**config.mk**
```make
export PLATFORM = sky130hd
export DESIGN_NAME = riscv_fetch_stage
export DESIGN_NICKNAME = d
export VERILOG_FILES = /design/src/rtl/riscv_fetch_stage.sv
export SDC_FILE = /design/constraint.sdc
export NUM_CORES = 1
export LEC_CHECK = 0
export ABC_CLOCK_PERIOD_IN_PS = 12500
export CORE_MARGIN = 3
export CORE_UTILIZATION = 50
export CTS_CLUSTER_DIAMETER = 80
export DETAILED_ROUTE_END_ITERATION = 10
export MAX_ROUTING_LAYER = met4
export PLACE_DENSITY = 0.77
export SLEW_MARGIN = 20
export SYNTH_ARGS = -nofsm -noshare
export SYNTH_HDL_FRONTEND = slang
export SYNTH_SLANG_ARGS = --single-unit
```
**constraint.sdc**
```tcl
create_clock -name clk -period 12.5 [get_ports clk]
set_input_delay 2.5 -clock clk [delete_from_list [all_inputs] [get_ports clk]]
set_output_delay 2.5 -clock clk [all_outputs]
set_load 0.02 [all_outputs]
```
**src/rtl/riscv_fetch_stage.sv**
```systemverilog
// rtl/riscv_fetch_stage.sv - instruction fetch stage: PC, in-order imem requests, instruction buffer to decode
module riscv_fetch_stage #(
  parameter logic [31:0] RESET_PC   = 32'h0000_0000,
  parameter int          FIFO_DEPTH = 2,
  parameter logic [31:0] NOP_INST   = 32'h0000_0013
) (
  input  logic        clk,
  input  logic        reset,
  input  logic        pcsel_in,
  input  logic [31:0] alu_target_in,
  input  logic        stall_in,
  output logic        imem_req_valid,
  input  logic        imem_req_ready,
  output logic [31:0] imem_addr,
  input  logic        imem_rsp_valid,
  input  logic [31:0] imem_rsp_data,
  output logic        inst_valid_out,
  output logic [31:0] inst_out,
  output logic [31:0] pc_out,
  output logic [31:0] pc4_out
);
  localparam int AW = $clog2(FIFO_DEPTH);
  localparam int CW = AW + 1;
  localparam logic [CW:0] DEPTH_W = (CW+1)'(FIFO_DEPTH);

  logic [31:0]   pc_q, pc_d;
  logic [CW-1:0] out_q, out_d, drop_q, drop_d, cnt_q, cnt_d;
  logic [AW-1:0] wr_q, wr_d, rd_q, rd_d, tag_wr_q, tag_wr_d, tag_rd_q, tag_rd_d;
  logic [31:0]   inst_mem [FIFO_DEPTH];
  logic [31:0]   pc_mem   [FIFO_DEPTH];
  logic [31:0]   tag_mem  [FIFO_DEPTH];
  logic          req_fire, rsp_any, rsp_take, pop;
  logic [CW:0]   credit_used;
  logic          unused_tgt_lsbs;

  assign unused_tgt_lsbs = ^alu_target_in[1:0];

  // Credit covers both in-flight requests and buffered entries, so the buffer can never overflow.
  assign credit_used    = {1'b0, out_q} + {1'b0, cnt_q};
  assign imem_req_valid = reset && !pcsel_in && (credit_used < DEPTH_W) && (drop_q == '0);
  assign imem_addr      = pc_q;
  assign req_fire       = imem_req_valid && imem_req_ready;
  assign rsp_any        = imem_rsp_valid && (out_q != '0);
  assign rsp_take       = rsp_any && (drop_q == '0) && !pcsel_in;

  assign inst_valid_out = (cnt_q != '0);
  assign pop            = inst_valid_out && !stall_in;
  assign inst_out       = inst_valid_out ? inst_mem[rd_q] : NOP_INST;
  assign pc_out         = inst_valid_out ? pc_mem[rd_q] : pc_q;
  assign pc4_out        = pc_out + 32'd4;

  always_comb begin
    pc_d     = pc_q;
    out_d    = out_q + CW'(req_fire) - CW'(rsp_any);
    drop_d   = drop_q;
    cnt_d    = cnt_q;
    wr_d     = wr_q;
    rd_d     = rd_q;
    tag_wr_d = tag_wr_q;
    tag_rd_d = tag_rd_q;
    if (pcsel_in) begin
      // Every request still in flight will come back stale; count them out.
      pc_d     = {alu_target_in[31:2], 2'b00};
      drop_d   = out_q - CW'(rsp_any);
      cnt_d    = '0;
      wr_d     = '0;
      rd_d     = '0;
      tag_wr_d = '0;
      tag_rd_d = '0;
    end else begin
      if (req_fire) begin
        pc_d     = pc_q + 32'd4;
        tag_wr_d = tag_wr_q + AW'(1);
      end
      if ((drop_q != '0) && rsp_any) drop_d = drop_q - CW'(1);
      if (rsp_take) begin
        wr_d     = wr_q + AW'(1);
        tag_rd_d = tag_rd_q + AW'(1);
      end
      if (pop) rd_d = rd_q + AW'(1);
      cnt_d = cnt_q + CW'(rsp_take) - CW'(pop);
    end
  end

  always_ff @(posedge clk or negedge reset) begin
    if (!reset) begin
      pc_q     <= RESET_PC;
      out_q    <= '0;
      drop_q   <= '0;
      cnt_q    <= '0;
      wr_q     <= '0;
      rd_q     <= '0;
      tag_wr_q <= '0;
      tag_rd_q <= '0;
    end else begin
      pc_q     <= pc_d;
      out_q    <= out_d;
      drop_q   <= drop_d;
      cnt_q    <= cnt_d;
      wr_q     <= wr_d;
      rd_q     <= rd_d;
      tag_wr_q <= tag_wr_d;
      tag_rd_q <= tag_rd_d;
    end
  end

  always_ff @(posedge clk) begin
    if (req_fire) tag_mem[tag_wr_q] <= pc_q;
    if (rsp_take) begin
      inst_mem[wr_q] <= imem_rsp_data;
      pc_mem[wr_q]   <= tag_mem[tag_rd_q];
    end
  end

  always_ff @(posedge clk) begin
    if (reset) assert (!(rsp_take && !pop && (cnt_q == CW'(FIFO_DEPTH))));
  end
endmodule

```
==> results of run 1 <==
report_power, final:
| part | switching [W] | internal, W | total (W) | leakage, nW |
|---|---|---|---|---|
| clock network | 0.000261 | 0.000382 | 0.000643 | 0.356 |
| logic | 0.000803 | 0.000622 | 0.00143 | 1.96 |
| registers | 0.0000650 | 0.000876 | 0.000941 | 2.15 |
flip-flops by register name, indices dropped and copies added (netlist names):
register,count
cnt_q,2
inst_mem,64
tag_wr_q,1
pc_mem,60
tag_rd_q,1
drop_q,2
rd_q,1
imem_addr,30
out_q,2
tag_mem,60
wr_q,1
worst max-delay path: cells and delay by family (launching register included):
kind / cells / cell delay [ns]
buffers and inverters: 2 / 1.37
and+or+nand+nor: 3 / 1.29
DFF: 1 / 0.55
AOI/OAI and AO/OA: 1 / 0.34
muxes: 1 / 0.19
xor gates and xnor gates: 1 / 0.18
synthesized netlist by cell type (3+ instances only):
cell type    n  share of area (%)
nor2b_1      8               0.49
ha_1         8               0.99
mux2_2      31                3.4
a21oi_2      6               0.52
and3_1       9               0.56
o21a_1       3               0.22
nand2_1     56                2.1
and2_1       4               0.25
nand4_1      7               0.43
inv_1       19               0.70
o311ai_0     3               0.26
clkbuf_1    15               0.56
edfxtp_1   184                 55
a31oi_1      5               0.31
dfrtp_1     40                9.9
buf_4       10               0.74
a32oi_1      3               0.26
xnor2_1     23                2.0
a221o_1      3               0.30
mux2i_1     62                6.1
a21oi_1     22                1.1
o21ai_0     28                1.4
nor4_2       4               0.49
nor3_1      28                1.4
and4_1       5               0.43
nor2_1      61                2.3
nor4_1       5               0.31
nor4b_2      3               0.44
xor2_1      21                1.8
buf_1        9               0.33
a22oi_1      4               0.30
buf_6        3               0.33
nand3_1     20               0.99
o211ai_1     6               0.44
stage by stage:
stage | worst slack (ns) | cell area (µm²) | utilization, % | hold WS [ns] | total power (W)
floorplan | 6.351 | 10160 | - | 0.5154 | 0.001784
global placement | 5.932 | 12250 | 62.12 | 0.5204 | 0.002367
detailed placement | 5.912 | 12250 | 62.12 | 0.5358 | 0.002387
CTS | 5.436 | 12960 | 65.75 | 0.5509 | 0.003032
global route | 5.261 | 12970 | 65.76 | 0.5717 | 0.003151
finish | 5.514 | 12970 | 65.76 | 0.5536 | 0.003009
routing by layer:
metal | share of wire (%) | up-vias | global-route usage [%]
met1 | 41 | 3254 | 27.36
li1 | - | 3173 | -
met5 | 0 | - | -
met2 | 50 | 267 | 35.72
met4 | 1.5 | 0 | 4.573
met3 | 7.1 | 32 | 2.895
layout make-up:
cell class              count  area [µm²]
clock buffers              33       653.1
clock inverters             8       62.56
inverters                  20       77.57
repair buffers            201        1977
flip-flops and latches    224        6530
well taps                 265       331.6
fillers                  1429        6751
multi-input cells         472        3334
worst max-delay path by stage:
| stage | cells after the start | endpoint | slack, ns | start |
|---|---|---|---|---|
| floorplan | 4 | inst_mem[0][0] | 6.35 | imem_rsp_valid |
| global placement | 5 | imem_req_valid | 5.93 | reset |
| detailed placement | 5 | imem_req_valid | 5.91 | reset |
| CTS | 8 | pc4_out[26] | 5.44 | rd_q |
| global route | 8 | pc4_out[31] | 5.26 | rd_q |
| finish | 8 | pc4_out[31] | 5.51 | rd_q |
placed cells by master (no fill, tap or decap), drive strengths merged, types with 20 or more instances in the layout:
cell | Yosys | final
clkdlybuf4s50 | 0 | 189
edfxtp | 184 | 184
mux2i | 62 | 62
nor2 | 62 | 62
nand2 | 56 | 56
dfrtp | 40 | 40
clkbuf | 15 | 33
mux2 | 32 | 32
o21ai | 30 | 30
nor3 | 29 | 29
a21oi | 28 | 28
xnor2 | 23 | 23
xor2 | 21 | 21
nand3 | 20 | 20
inv | 20 | 20
cell families after synthesis:
logic type / count (synthesis) / share of synthesized area, %
and+or+nand+nor: 228 / 12.07
DFF: 224 / 64.38
muxes: 94 / 9.714
AOI/OAI and AO/OA: 91 / 5.690
buffers and inverters: 61 / 3.123
xor gates and xnor gates: 44 / 3.802
adders and majority gates: 9 / 1.185
other: 1 / 0.03699
==> metrics.yaml, run 1 <==
status: "finished clean"
antenna_found_initial: 0
ios: 200
dp_cells: 1182
cts_tree: "built"
diodes: 0
grt_use_total_pct: 21.02
cp_cell_sequence: "buf_4 > mux2i_1 > a21oi_1 > and3_1 > nand4_1 > nor4_2 > xor2_1 > clkdlybuf4s50_1"
drc: 0
via_per_inst: 5.500
postCtsSetupRepairBufs: 0
drt-initial-drc-count: 409
overflow: 0
drt_first_pass_iters: 5
clkSinkCount: 224
hold_viol_final: 0
numCtsBuffers: 23
gp_congestion: 0.8273
maxSlewViolCount: 0
die_w_um: 148.4
dieArea_mm2: 0.02202
r2r-end: "imem_addr[8]"
worstSkewPairLatency_ns: 0.49
synth_area_mm2: 0.01014
drive_gt1_share_pct: 11.06
critPathKind: "reg -> out"
synth_seq_cells: 224
ant_nets: 0
ys_seq_area_share_pct: 64.38
worstPathArrival_ns: 4.49
crit_fanout: 54
syn_avg_cell_area_um2: 13.48
dp_hpwl_mm: 15.08
design.core.area_mm2: 0.01972
required_ns: 10.00
layout.nets: 1021
io_buffers: 191
critical_path.slowest_cell: "buf_4"
power_leakage_nw: 4.469
cts.path.max_buffers: 3
htreeDepth: 1
fin_crit_sh_pct: 55.89
synthCells: 752
via_count: 6726
clockRootBuffer: "clkbuf_16"
rsz0062_at_grt: "false"
clk_pin_slew_worst_paths_ns: 0.06
drt_wl_total_mm: 22.70
layout.cells.non_filler: 1223
finClkSkew_ns: 0.007553
hold_path_depth: 2
cts_hold_buf: 0
r2r_cells: 9
rows: 51
syn_to_final_growth_pct: 27.91
critPathLaunchType: "register"
ys.flop_type: "edfxtp_1"
peakVddDrop_mv: 0.1376
initial_core_util_pct: 51.41
die_h_um: 148.4
reg2reg_setup_slack_ns: 8.79
cts_resized: 0
tightest_slew_ns: 0.9727
finalSetupViolCount: 0
tns_ns: 0
grt_pass1_vias: 6849
p_per_area_mw_per_mm2: 232.0
yosysWarningCount: 0
grt_pass1_wl_mm: 35.96
period_needed_ns: 6.986
fmax_ghz: 0.1431
ys_types: 60
hp-class: "reg -> reg"
cp-end-kind: "output port"
wl_per_cell_um: 18.56
slowest_delay_ns: 0.74
hold_start: "tag_rd_q"
synthArstFlopShare_pct: 17.86
hold_path_end: "tag_rd_q"
r2r_start: "cnt_q[1]"
synth_edf_count: 184
maxSlewHeadroom_pct: 35.16
drv_cap: 0
grt_max_degree: 56
Note: power is estimated with default switching activity, not from simulation.
==> inputs of run 2 (changes only) <==
- ABC_CLOCK_PERIOD_IN_PS: 12500 -> 7100
- clock period: 12.5 -> 7.1 ns (I/O delays scaled with it)
==> run 2 against run 1 <==
  * Power grew 74%
  * Count of clock-buffer cells in the layout is the same
  * Clock skew grew 0.0045 ns
  * Final cell count shrank 0.16%
  * Sequential cell count is the same
  * Critical path depth shrank 1
==> metrics.yaml, run 2 (same netlist as run 1, synthesis figures left out) <==
drv_cap: 0
drt_first_pass_iters: 5
ant_nets: 0
grt_pass1_vias: 6811
design.core.area_mm2: 0.01972
hold_viol_final: 0
top_regs: "inst_mem: 64 flops, pc_mem: 60 flops, tag_mem: 60 flops"
overflow: 0
power_leakage_nw: 4.422
worstPathArrival_ns: 4.01
via_count: 6694
cts_resized: 0
grt_max_degree: 56
tns_ns: 0
dp_hpwl_mm: 15.39
p_per_area_mw_per_mm2: 405.8
reg2reg_setup_slack_ns: 3.24
largest_reg_flops: 64
rows: 51
layout.nets: 1019
final_core_util_pct: 65.44
initial_core_util_pct: 51.41
clockRootBuffer: "clkbuf_16"
layout.cells.non_filler: 1221
grt_use_total_pct: 21.42
finalSetupViolCount: 0
crit_fanout: 38
drt-initial-drc-count: 408
r2r_start: "cnt_q[0]"
dieArea_mm2: 0.02202
cp-endpoint: "pc4_out[31]"
grt_pass1_wl_mm: 36.62
drive_gt1_share_pct: 10.67
numCtsBuffers: 23
cts_tree: "built"
period_needed_ns: 5.432
gp_congestion: 0.8367
cts.path.max_buffers: 3
ios: 200
peakVddDrop_mv: 0.2116
hp-class: "reg -> reg"
required_ns: 5.68
finClkSkew_ns: 0.01209
dp_cells: 1180
rsz0062_at_grt: "false"
fmax_ghz: 0.1841
wl_per_cell_um: 18.81
diodes: 0
r2r_cells: 8
layout_commonest_cell: "clkdlybuf4s50_1"
htreeDepth: 1
hold-worst-slack_ns: 0.5611
fin_crit_sh_pct: 76.51
place_ws_ns: 2.213
drc: 0
clkSinkCount: 224
cp-end-kind: "output port"
syn_to_final_growth_pct: 27.28
regMostFlops: "inst_mem"
cts_hold_buf: 0
via_per_inst: 5.482
die_w_um: 148.4
critPathLaunchType: "register"
status: "finished clean"
r2r-end: "tag_mem[0][28]"
io_buffers: 191
maxSlewViolCount: 0
tightest_slew_ns: 0.9549
final_cell_mix: "clkdlybuf4s50_1 (189), edfxtp_1 (184), mux2i_1 (62)"
critPathKind: "reg -> out"
postCtsSetupRepairBufs: 0
clk_pin_slew_worst_paths_ns: 0.06
setup.worst_path.start: "rd_q"
die_h_um: 148.4
antenna_found_initial: 0
maxSlewHeadroom_pct: 36.27
drt_wl_total_mm: 22.96
worst_slack_ns: 1.668
worstSkewPairLatency_ns: 0.49
run 2: metal layers:
layer	part of all wire [%]	up-vias	GRT usage [%]
li1	-	3168	-
met1	42	3234	28.08
met2	50	254	36.15
met3	6.7	38	2.925
met4	1.8	0	4.758
met5	0	-	-
run 2: worst min-delay path by stage:
stage          depth (start not counted)           start             to  slack, ns
6_report                               1  tag_mem[0][28]  pc_mem[0][28]       0.56
5_1_grt                                1  tag_mem[0][25]  pc_mem[0][25]       0.58
4_1_cts                                1  tag_mem[0][28]  pc_mem[1][28]       0.56
3_5_place_dp                           1  tag_mem[0][11]  pc_mem[0][11]       0.55
3_3_place_gp                           1        out_q[0]       out_q[0]       0.53
2_1_floorplan                          1        out_q[0]       out_q[0]       0.52
run 2: worst max-delay path, stage by stage, from the launching register on:
cell and delay [ns]:
dfrtp_4 0.89, mux2i_1 0.18, a21oi_1 0.32, and3_1 0.31, nand4_1 0.50, nor4_2 0.50
xor2_1 0.18, clkdlybuf4s50_1 0.62
run 2: power by group:
| part | switching (W) | internal, W | total, W |
|---|---|---|---|
| Sequential | 0.000144 | 0.00154 | 0.00168 |
| Clock | 0.000458 | 0.000609 | 0.00107 |
| Combinational | 0.00139 | 0.00109 | 0.00248 |
run 2: metrics by stage:
step	instance area, µm²	power (W)
floorplan	10160	0.003142
global placement	12230	0.004166
detailed placement	12230	0.004207
CTS	12900	0.005278
global route	12900	0.005480
finish	12900	0.005235
run 2: cell type report:
class | instances | area [µm²]
inverters | 20 | 77.57
repair buffers | 199 | 1962
clock buffers | 33 | 623.1
fillers | 1453 | 6815
clock inverters | 8 | 42.54
well taps | 265 | 331.6
flip-flops and latches | 224 | 6531
multi-input cells | 472 | 3334
==> inputs of run 3 (changes only) <==
- ABC_CLOCK_PERIOD_IN_PS: 7100 -> 5000
- clock period: 7.1 -> 5 ns (I/O delays scaled with it)
==> run 3 against run 2 <==
  * Hold slack got worse by 0.00090 ns
  * Die area did not move
  * Final cell count rose by 0.57%
  * Global-route usage fell by 0.052 points
  * Critical path depth rose by 1
  * Combinational power rose by 44%
  * Critical endpoint is now pc4_out[23]
  * Largest power group unchanged
==> metrics.yaml, run 3 (same netlist as run 1, synthesis figures left out) <==
status: "finished clean"
top_regs: "inst_mem: 64 flops, pc_mem: 60 flops, tag_mem: 60 flops"
clockRootBuffer: "clkbuf_16"
regMostFlops: "inst_mem"
grt_use_total_pct: 21.37
antenna_found_initial: 0
maxSlewHeadroom_pct: 44.20
die_h_um: 148.4
die_w_um: 148.4
worstPathArrival_ns: 3.66
via_per_inst: 5.522
dieArea_mm2: 0.02202
finalSetupViolCount: 0
final_cell_mix: "clkdlybuf4s50_1 (189), edfxtp_1 (184), mux2i_1 (62)"
dp_hpwl_mm: 15.00
clkSinkCount: 224
grt_pass1_vias: 6858
total_power_w: 0.007561
rsz0062_at_grt: "false"
ios: 200
drv_cap: 0
fmax_ghz: 0.2144
tns_ns: 0
gp_congestion: 0.8636
drt_wl_total_mm: 22.98
diodes: 0
maxSlewViolCount: 0
cts_resized: 0
syn_to_final_growth_pct: 28.63
largest_reg_flops: 64
cp-end-kind: "output port"
cts_hold_buf: 0
wl_per_cell_um: 18.71
initial_core_util_pct: 51.41
design.core.area_mm2: 0.01972
numCtsBuffers: 23
io_buffers: 191
via_count: 6781
slowest_delay_ns: 0.62
cts.path.max_buffers: 3
grt_pass1_wl_mm: 36.40
critical_path.slowest_cell: "clkdlybuf4s50_1"
required_ns: 4.00
critPathKind: "reg -> out"
critPathLaunchType: "register"
ant_nets: 0
drt-initial-drc-count: 438
tightest_slew_ns: 0.8370
drc: 0
peakVddDrop_mv: 0.4876
period_needed_ns: 4.664
crit_buf_inv: 2
fin_crit_sh_pct: 93.28
drt_first_pass_iters: 5
cts_tree: "built"
crit_fanout: 26
worstSkewPairLatency_ns: 0.50
layout.nets: 1026
clk_pin_slew_worst_paths_ns: 0.06
hold_viol_final: 0
drive_gt1_share_pct: 11.21
hp-class: "reg -> reg"
power_leakage_nw: 4.497
critPathTopFamily: "simple AND/OR/NAND/NOR gates"
rows: 51
finClkSkew_ns: 0.009520
p_per_area_mw_per_mm2: 579.8
grt_max_degree: 58
htreeDepth: 1
cp_cell_sequence: "nor2_4 > inv_4 > mux2_4 > nor4b_4 > nand4_4 > nor4b_2 > xor2_1 > clkdlybuf4s50_1"
layout_commonest_cell: "clkdlybuf4s50_1"
overflow: 0
run 3: stage by stage:
stage               hold WS, ns  area, µm²  std cells  utilization (%)  worst slack (ns)
global placement         0.5413      12290       1185            62.35            0.5339
global route             0.5768      13040       1228            66.13            0.1395
floorplan                0.5154      10160        757                -            0.3515
CTS                      0.5638      13030       1227            66.08            0.1093
detailed placement       0.5490      12290       1185            62.35            0.5065
finish                   0.5602      13040       1228            66.13            0.3359
run 3: layout make-up:
type | instances | area (µm²)
Fill cell | 1422 | 6678
Sequential cell | 224 | 6530
Multi-Input combinational cell | 472 | 3333
Timing Repair Buffer | 206 | 2052
Clock buffer | 33 | 623.1
Tap cell | 265 | 331.6
Clock inverter | 8 | 92.59
Inverter | 20 | 77.57
run 3: repair_timing:
item,in CTS,in global routing
endpoints found under the setup margin,5,7
pin swaps,0,1
buffers inserted,1,1
run 3: report_power, final:
group | internal (W) | total, W | switching, W
Combinational | 0.00157 | 0.00358 | 0.00201
Clock | 0.000970 | 0.00163 | 0.000658
Sequential | 0.00219 | 0.00235 | 0.000164
Total | 0.00473 | 0.00756 | 0.00283
run 3: per-layer routing:
layer / share of wire (%) / global-route usage [%] / vias up / wire [µm]
li1: - / - / 3173 / -
met1: 42 / 27.75 / 3289 / 9661
met2: 49 / 35.62 / 283 / 11330
met3: 6.6 / 3.473 / 36 / 1522
met4: 2.0 / 5.404 / 0 / 463
met5: 0 / - / - / 0
run 3: path summary, 6_finish.rpt:
| path | from | to | slack, ns | depth (start not counted) |
|---|---|---|---|---|
| worst max-delay path | cnt_q[0] | pc4_out[23] | 0.34 | 8 |
| worst min-delay path | tag_mem[0][21] | pc_mem[0][21] | 0.56 | 1 |
| worst max register to register | cnt_q[0] | imem_addr[26] | 1.65 | 9 |
| worst min register to register | tag_mem[0][21] | pc_mem[0][21] | 0.56 | 1 |
| max in group asynchronous | reset | rd_q | 3.97 | 2 |
| min in group asynchronous | reset | imem_addr[21] | 0.59 | 2 |
